==> config.mk <==
export PLATFORM = sky130hd
export DESIGN_NAME = oled_update_arbiter
export DESIGN_NICKNAME = d
export VERILOG_FILES = /design/src/rtl/oled_arb_pkg.sv /design/src/rtl/oled_rr_arbiter.sv /design/src/rtl/oled_update_arbiter.sv
export SDC_FILE = /design/constraint.sdc
export NUM_CORES = 2
export LEC_CHECK = 0
export BUFFER_PORTS_ARGS = -buffer_cell sky130_fd_sc_hd__buf_2
export CAP_MARGIN = 10
export CORE_UTILIZATION = 60
export DETAILED_ROUTE_END_ITERATION = 16
export PLACE_DENSITY_LB_ADDON = 0.2
export SLEW_MARGIN = 10
export SYNTH_ARGS = -nofsm -noshare
export SYNTH_HDL_FRONTEND = slang
export SYNTH_HIERARCHICAL = 1
export SYNTH_SLANG_ARGS = --single-unit
export TNS_END_PERCENT = 100
==> constraint.sdc <==
create_clock -name CLK -period 12.35 [get_ports CLK]
set_input_delay 2.47 -clock CLK [delete_from_list [all_inputs] [get_ports CLK]]
set_output_delay 2.47 -clock CLK [all_outputs]
set_load 0.03 [all_outputs]
==> src/rtl/oled_arb_pkg.sv <==
// Shared types and constants for the OLED update arbiter.
// Holds the refresh FSM state encoding, field widths, ASCII constants
// and the nibble-to-hex-digit helper used by hex-format writes.
package oled_arb_pkg;

  typedef enum logic [1:0] {
    S_IDLE = 2'd0,
    S_RUN  = 2'd1,
    S_GAP  = 2'd2
  } state_t;

  localparam int PAGE_W = 2;
  localparam int COL_W  = 4;
  localparam int CHAR_W = 8;

  localparam logic [7:0] ASCII_0     = 8'h30;
  localparam logic [7:0] ASCII_A_M10 = 8'h37;

  // Convert a 4-bit value to its upper-case ASCII hex digit.
  function automatic logic [7:0] hex_nib_to_ascii(input logic [3:0] nib);
    logic [7:0] base;
    base = (nib < 4'd10) ? ASCII_0 : ASCII_A_M10;
    return base + {4'd0, nib};
  endfunction

endpackage

==> src/rtl/oled_rr_arbiter.sv <==
// Round-robin arbiter: grants the first active request at or after the
// pointer, wrapping modulo N_REQ. Purely combinational.
module oled_rr_arbiter #(
  parameter int N_REQ = 4,
  parameter int IDX_W = (N_REQ > 1) ? $clog2(N_REQ) : 1
) (
  input  logic [N_REQ-1:0] req,
  input  logic [IDX_W-1:0] ptr,
  output logic [N_REQ-1:0] gnt,
  output logic [IDX_W-1:0] idx,
  output logic             vld
);

  int  pos;
  logic hit;

  // Scan requesters starting from the pointer; the first hit wins.
  always_comb begin
    gnt = '0;
    idx = '0;
    vld = 1'b0;
    pos = 0;
    hit = 1'b0;
    for (int k = 0; k < N_REQ; k++) begin
      pos      = int'(ptr) + k;
      pos      = (pos >= N_REQ) ? (pos - N_REQ) : pos;
      hit      = !vld && req[pos];
      gnt[pos] = gnt[pos] | hit;
      idx      = hit ? IDX_W'(pos) : idx;
      vld      = vld | hit;
    end
  end

endmodule

==> src/rtl/oled_update_arbiter.sv <==
// OLED text-buffer arbiter: round-robin char writes into a 4x16 buffer,
// snapshots the buffer and runs the controller EN/FIN handshake with a
// FIN timeout and a minimum idle gap between refreshes.
// Optional feature macro: OLED_HEX_FMT_EN (hex-digit pair writes).
module oled_update_arbiter
  import oled_arb_pkg::*;
#(
  parameter int N_REQ       = 4,
  parameter int GAP_CYC     = 1000,
  parameter int TIMEOUT_CYC = 16777216
) (
  input  logic                  CLK,
  input  logic                  RST_N,
  input  logic [N_REQ-1:0]      req,
  input  logic [2*N_REQ-1:0]    req_page,
  input  logic [4*N_REQ-1:0]    req_col,
  input  logic [8*N_REQ-1:0]    req_char,
  input  logic [N_REQ-1:0]      req_hex,
  output logic [N_REQ-1:0]      gnt,
  output logic                  oled_en,
  input  logic                  oled_fin,
  output logic [127:0]          page0,
  output logic [127:0]          page1,
  output logic [127:0]          page2,
  output logic [127:0]          page3,
  output logic                  busy,
  output logic                  err_tmo
);

  localparam int IDX_W = (N_REQ > 1) ? $clog2(N_REQ) : 1;
  localparam int MAXC  = (TIMEOUT_CYC > GAP_CYC) ? TIMEOUT_CYC : GAP_CYC;
  localparam int CNT_W = $clog2(MAXC + 1);
  localparam logic [CNT_W-1:0] TMO_LAST = CNT_W'(TIMEOUT_CYC - 1);
  localparam logic [CNT_W-1:0] GAP_LAST = CNT_W'(GAP_CYC - 1);
  localparam logic [IDX_W-1:0] IDX_LAST = IDX_W'(N_REQ - 1);

  logic [IDX_W-1:0]  rr_ptr;
  logic [IDX_W-1:0]  gnt_idx;
  logic              accept;
  logic [PAGE_W-1:0] wr_page;
  logic [COL_W-1:0]  wr_col;
  logic [COL_W-1:0]  wr_col_nx;
  logic [CHAR_W-1:0] wr_char;
  logic [6:0]        wr_lsb;
  logic [6:0]        wr_lsb_nx;
  logic              wr_hex;
  logic              unused_hex;

  logic [127:0]      text_buf [4];
  logic              dirty;
  logic              snap;
  state_t            state;
  logic [CNT_W-1:0]  cnt;

  oled_rr_arbiter #(.N_REQ(N_REQ), .IDX_W(IDX_W)) u_arb (
    .req (req),
    .ptr (rr_ptr),
    .gnt (gnt),
    .idx (gnt_idx),
    .vld (accept)
  );

  // Column c occupies bits [127-8c -: 8]; ~c*8 is its LSB for a 4-bit column.
  assign wr_page    = req_page[gnt_idx*PAGE_W +: PAGE_W];
  assign wr_col     = req_col[gnt_idx*COL_W +: COL_W];
  assign wr_char    = req_char[gnt_idx*CHAR_W +: CHAR_W];
  assign wr_hex     = req_hex[gnt_idx];
  assign wr_col_nx  = wr_col + 4'd1;
  assign wr_lsb     = {~wr_col, 3'b000};
  assign wr_lsb_nx  = {~wr_col_nx, 3'b000};
  assign unused_hex = wr_hex;

  assign snap = (state == S_IDLE) && dirty;
  assign busy = (state != S_IDLE);

  // Advance the round-robin pointer past each granted requester.
  always_ff @(posedge CLK or negedge RST_N) begin
    if (!RST_N) begin
      rr_ptr <= '0;
    end else if (accept) begin
      rr_ptr <= (gnt_idx == IDX_LAST) ? '0 : gnt_idx + 1'b1;
    end
  end

  // Buffer writes: one accepted request per cycle, independent of refresh state.
  always_ff @(posedge CLK or negedge RST_N) begin
    if (!RST_N) begin
      for (int p = 0; p < 4; p++) text_buf[p] <= '0;
    end else if (accept) begin
`ifdef OLED_HEX_FMT_EN
      if (wr_hex) begin
        text_buf[wr_page][wr_lsb +: 8] <= hex_nib_to_ascii(wr_char[7:4]);
        if (wr_col != 4'd15) begin
          text_buf[wr_page][wr_lsb_nx +: 8] <= hex_nib_to_ascii(wr_char[3:0]);
        end
      end else begin
        text_buf[wr_page][wr_lsb +: 8] <= wr_char;
      end
`else
      text_buf[wr_page][wr_lsb +: 8] <= wr_char;
`endif
    end
  end

  // Dirty flag: a new write wins over the snapshot that clears it.
  always_ff @(posedge CLK or negedge RST_N) begin
    if (!RST_N) begin
      dirty <= 1'b0;
    end else if (accept) begin
      dirty <= 1'b1;
    end else if (snap) begin
      dirty <= 1'b0;
    end
  end

  // Refresh FSM: snapshot + EN, wait for FIN or timeout, then enforce idle gap.
  always_ff @(posedge CLK or negedge RST_N) begin
    if (!RST_N) begin
      state   <= S_IDLE;
      cnt     <= '0;
      oled_en <= 1'b0;
      err_tmo <= 1'b0;
      page0   <= '0;
      page1   <= '0;
      page2   <= '0;
      page3   <= '0;
    end else begin
      case (state)
        S_IDLE: begin
          if (dirty) begin
            page0   <= text_buf[0];
            page1   <= text_buf[1];
            page2   <= text_buf[2];
            page3   <= text_buf[3];
            oled_en <= 1'b1;
            cnt     <= '0;
            state   <= S_RUN;
          end
        end
        S_RUN: begin
          if (oled_fin) begin
            oled_en <= 1'b0;
            cnt     <= '0;
            state   <= S_GAP;
          end else if (cnt == TMO_LAST) begin
            oled_en <= 1'b0;
            err_tmo <= 1'b1;
            cnt     <= '0;
            state   <= S_GAP;
          end else begin
            cnt <= cnt + 1'b1;
          end
        end
        S_GAP: begin
          if (cnt == GAP_LAST) begin
            cnt   <= '0;
            state <= S_IDLE;
          end else begin
            cnt <= cnt + 1'b1;
          end
        end
        default: begin
          oled_en <= 1'b0;
          cnt     <= '0;
          state   <= S_IDLE;
        end
      endcase
    end
  end

endmodule

# Yosys cells after proc, flatten, opt, wreduce, memory -nomap -nowiden
# Cells that the tools add are included.
# classes
addsub,10
order_cmp,14
eq_ne,8
shift,5
mux,63
n_bitwise,12
n_reduce_logical,19
# op_table
cell,n
$bwmux W512,1
$demux W128 S2,1
$ge A32 B1 Y1 const B,4
$lt A32 B4 Y1 const B,4
$mux W128,1
$mux W32,4
$shift A8 B9 Y128 const A,1
$shiftx A8 B9 Y128,1
$mux W25,4
$ge A32 B4 Y1 const B,3
$sub A32 B4 Y32 const B,3
$pmux W25 S3,1
$shiftx A32 B6 Y8,1
$add A25 B1 Y25 const B,1
$eq A25 B10 Y1 const B,1
$eq A25 B24 Y1 const B,1
$mux W1,25
$mux W2,9
$bmux W1 S2,8
$shiftx A16 B5 Y4,1
$bwmux W4,3
$logic_and A1 B1 Y1,9
$neg A7 Y9,1
$reduce_and A3 Y1,3
24 further kinds,40
# totals
regBits,1056
inputBits,67

# Longest topological paths before layout
# depth
ltp_word,22
depth_mapped,19
ltp_nobuf,13

# Cells and area by module
# The synthesis kept the hierarchy.
# modules_own_cells
module,instances,cells_per_inst,area_per_inst_um2,seq_area_each_um2
oled_update_arbiter,1,2594,40915.5,26425.3
oled_rr_arbiter,1,97,749.5,0.0

# Least setup slack after synthesis
# OpenSTA, ideal clock, no wires.
# synth_timing
kind,input to output
startpoint,input port req[3]
endpoint,output port gnt[0]
t_arrival_ns,4.813
slack_ns,5.067
stages,9
path_buffers,2
path_cell_list,buf_2 mux4_2 buf_6 mux2_4 and3_4 a211oi_4 o221ai_1 a311oi_2 mux2i_1
# synth_via
elab_chain_len,20
word_cells_on_any_way,37
# synth_lines
item,line,text
start: declaration,oled_update_arbiter.sv:14,"input logic [N_REQ-1:0] req,"
$bmux W1 S2,oled_rr_arbiter.sv:27,hit = !vld && req[pos];
$mux W1 (implied by the code) (2 in series),oled_rr_arbiter.sv:27,
$or A1 B1 Y1,oled_rr_arbiter.sv:28,gnt[pos] = gnt[pos] | hit;
$and A4 B4 Y4 (no source line),-,
$bmux W1 S2,oled_rr_arbiter.sv:28,
$mux W1 (implied by the code) (2 in series),oled_rr_arbiter.sv:28,
$or A1 B1 Y1,oled_rr_arbiter.sv:28,
$bwmux W4,oled_rr_arbiter.sv:28,
$bmux W1 S2,oled_rr_arbiter.sv:28,
$mux W1 (implied by the code) (2 in series),oled_rr_arbiter.sv:28,
$or A1 B1 Y1,oled_rr_arbiter.sv:28,
$bwmux W4,oled_rr_arbiter.sv:28,
$bmux W1 S2,oled_rr_arbiter.sv:28,
$mux W1 (implied by the code) (2 in series),oled_rr_arbiter.sv:28,
$or A1 B1 Y1,oled_rr_arbiter.sv:28,
$bwmux W4 (*),oled_rr_arbiter.sv:28,
end: declaration,oled_update_arbiter.sv:19,"output logic [N_REQ-1:0] gnt,"
# Mark *: on every way between the ends. The rest lies on a longest branch, timed or not. The select of a mux whose other input is x is not followed.

# Final worst setup path
# Same ends and word-level chain as after synthesis.

==> qor.yml <==
status: "completed"
wl_per_cell_um: 25.2
initial_core_util_pct: 60.6
drive_gt1_share_pct: 54.8
yosysTopAreaCellShare_pct: 63.4
yosys.cell_types.count: 78
netlist_area_um2: 41700
ys_seq_area_share_pct: 63.4
postCtsHoldBufs: 0
synth.mux.area_fraction_pct: 27.8
synth_top_family_by_area: "multiplexers"
place.gp.congestion: 0.840
grt_pass1_vias: 26100
synthSimpleGateAreaFrac_pct: 4.17
yosysMostFrequentCell: "dfrtp_1"
cts_made_buffers: 103
relSlewSlack_pct: 18.4
syn_to_final_growth_pct: 17.1
nNetsFinal: 3344
detail_route.iter0.violations: 1557
synthFlopType: "dfrtp_1"
r2r_start: "rr_ptr[0]"
hold_viol: 0
syn-num-nets: 2770
worst_slew_pin_slew_ns: 1.22
postCtsSetupRepairBufs: 0
grt_pass1_wl_um: 163000
drtPass1Iterations: 5
synth.top_cells.by_count: "dfrtp_1, mux2_2, nand2_1"
hold_path_startpoint: "text_buf[103]"
worstPathMaxFanout: 10
cts_resized: 0
fmax_ghz: 0.133
grt_usage_pct: 30.8
grt_max_degree: 190
cp.arrival_ns: 5.07
crit_type: "in2out"
final.min_clock_period_ns: 7.54
crit_path_end_kind: "primary output"
synth.area.top_cells: "dfrtp_1, mux2_2, mux4_2"
avgSynthCellArea_um2: 15.5
final.period_utilization_pct: 61.1
synth_compound_area_share_pct: 2.43
slowest_stage: "mux4_2"
tns_ns: 0
synth_xor_area_share_pct: 0.105
finalSetupViolCount: 0
async_flop_share_pct: 100
portBuffers: 581
num_rows: 96
rsz0062_at_grt: "false"
drv_slew: 0
path_clk_slew_ns: 0.06
routed_wl_um: 108000
max_cap_viol_count: 0
antenna_found_initial: 5
core_um2: 68700
synth-edff-count: 0
crit_start: "req[3]"
drc: 0
fillCellCount: 4563
dieWidth_um: 266
fin_skew_ns: 0.0241
critical_path.max_stage_delay_ns: 0.62
holdCritPathClass: "reg2reg"
synth-seq-cells: 1056
synth_area_leader_cell: "dfrtp_1"
synthAdderAreaFrac_pct: 0.360
die_y_um: 266
htree_levels: 3
vias_per_cell: 5.81
root_buffer: "clkbuf_16"
cts_sinks: 1056
ctsLongestPathBuffers: 3
overflow: 0
ant_nets: 0
io_pins: 586
dp.final_hpwl_um: 72400
yosys_warnings: 6
tritoncts: "yes"
worstSkewPairLatency_ns: 0.66
path_common_cell: "buf_2"
required_ns: 9.88
crit_path_start_kind: "input port"
die-area_um2: 70500
cp_cell_sequence: "buf_2 -> mux4_2 -> mux2_4 -> and3_4 -> a211oi_4 -> o221ai_1 -> a311oi_2 -> mux2i_1 -> buf_2"
syn_inst: 2691
vias: 24900
logic make-up after synthesis:
| family | count (synthesis) |
|---|---|
| XOR/XNOR | 5 |
| buffers and inverters | 165 |
| flip-flops | 1056 |
| AO/OA/AOI/OAI | 145 |
| multiplexers | 1006 |
| adder cells (fa/ha/maj) | 12 |
| AND/OR/NAND/NOR | 302 |
cell usage in the layout, fill, tap and decap left out, types with 5 or more instances in the layout:
| cell type | count |
|---|---|
| a21o_1 | 6 |
| a211oi_1 | 6 |
| o211ai_1 | 7 |
| nand2_1 | 106 |
| inv_1 | 19 |
| nand2_4 | 6 |
| nand2b_1 | 7 |
| nor3_1 | 8 |
| ha_1 | 12 |
| and4_1 | 6 |
| mux2_4 | 9 |
| nand3_2 | 5 |
| and3_1 | 18 |
| and2_1 | 13 |
| nand3_4 | 7 |
| nand2_2 | 8 |
| mux2i_1 | 5 |
| mux4_2 | 20 |
| buf_4 | 28 |
| nor2_1 | 28 |
| o21ai_0 | 60 |
| clkbuf_1 | 29 |
| nor2_4 | 7 |
| nand4_1 | 7 |
| dfrtp_1 | 1056 |
| mux2_1 | 10 |
| clkbuf_8 | 26 |
| or2_2 | 5 |
| buf_2 | 580 |
| a21oi_1 | 12 |
| nor2_2 | 11 |
| nor2b_1 | 6 |
| mux2_2 | 962 |
| clkinv_2 | 15 |
| a221o_1 | 7 |
| clkbuf_16 | 103 |
| nand3_1 | 29 |
metrics by stage:
stage               std cells  area (um2)  setup WS, ns  hold WS [ns]  utilization (%)
floorplan                2691       41700          5.07         0.446                -
global placement         4091       45400          4.48         0.459             66.1
detailed placement       4091       45400          4.39         0.467             66.1
CTS                      4276       48800          4.84         0.480             71.0
global route             4278       48800          4.68         0.498             71.0
finish                   4280       48800          4.81         0.478             71.0
registers in the layout (all words and copies together), names as in the netlist:
register,cells
page1,128
err_tmo,1
dirty,1
rr_ptr,2
cnt,25
oled_en,1
page2,128
state,2
page0,128
text_buf,512
page3,128
critical path, delay by kind of cell:
family | cells | cell delay [ns]
compound gates | 3 | 0.90
buf+inv | 2 | 0.35
simple gates | 1 | 0.20
mux | 3 | 1.14
routing by layer:
| layer | vias to the layer above | global-route usage [%] | wire length (um) |
|---|---|---|---|
| met5 | - | 0 | 13 |
| met4 | 2 | 14.5 | 5270 |
| met3 | 211 | 7.82 | 7330 |
| met2 | 699 | 49.4 | 52200 |
| met1 | 13200 | 39.5 | 43000 |
| li1 | 10700 | - | - |
final timing paths:
kind | to | slack [ns] | cells past startpoint
max reg2reg | text_buf[130] | 5.70 | 13
min in group asynchronous | cnt[21] | 1.84 | 1
max in group asynchronous | page0[5] | 8.05 | 3
max | gnt[0] | 4.81 | 9
min reg2reg | text_buf[103] | 0.48 | 2
min | text_buf[103] | 0.48 | 2
cell type report:
type | instances | area [um2] | share of cell area [%]
Sequential cell | 1056 | 26400 | 54.2
Multi-Input combinational cell | 1470 | 14600 | 29.8
Timing Repair Buffer | 613 | 3200 | 6.56
Clock buffer | 158 | 3040 | 6.24
Tap cell | 931 | 1160 | 2.39
Clock inverter | 27 | 303 | 0.621
Inverter | 21 | 78.8 | 0.162
Antenna cell | 4 | 10.0 | 0.0205
Power is left out: the tool's default activity adds up to more than one toggle a clock period on the data nets, which glitch-free logic cannot reach.
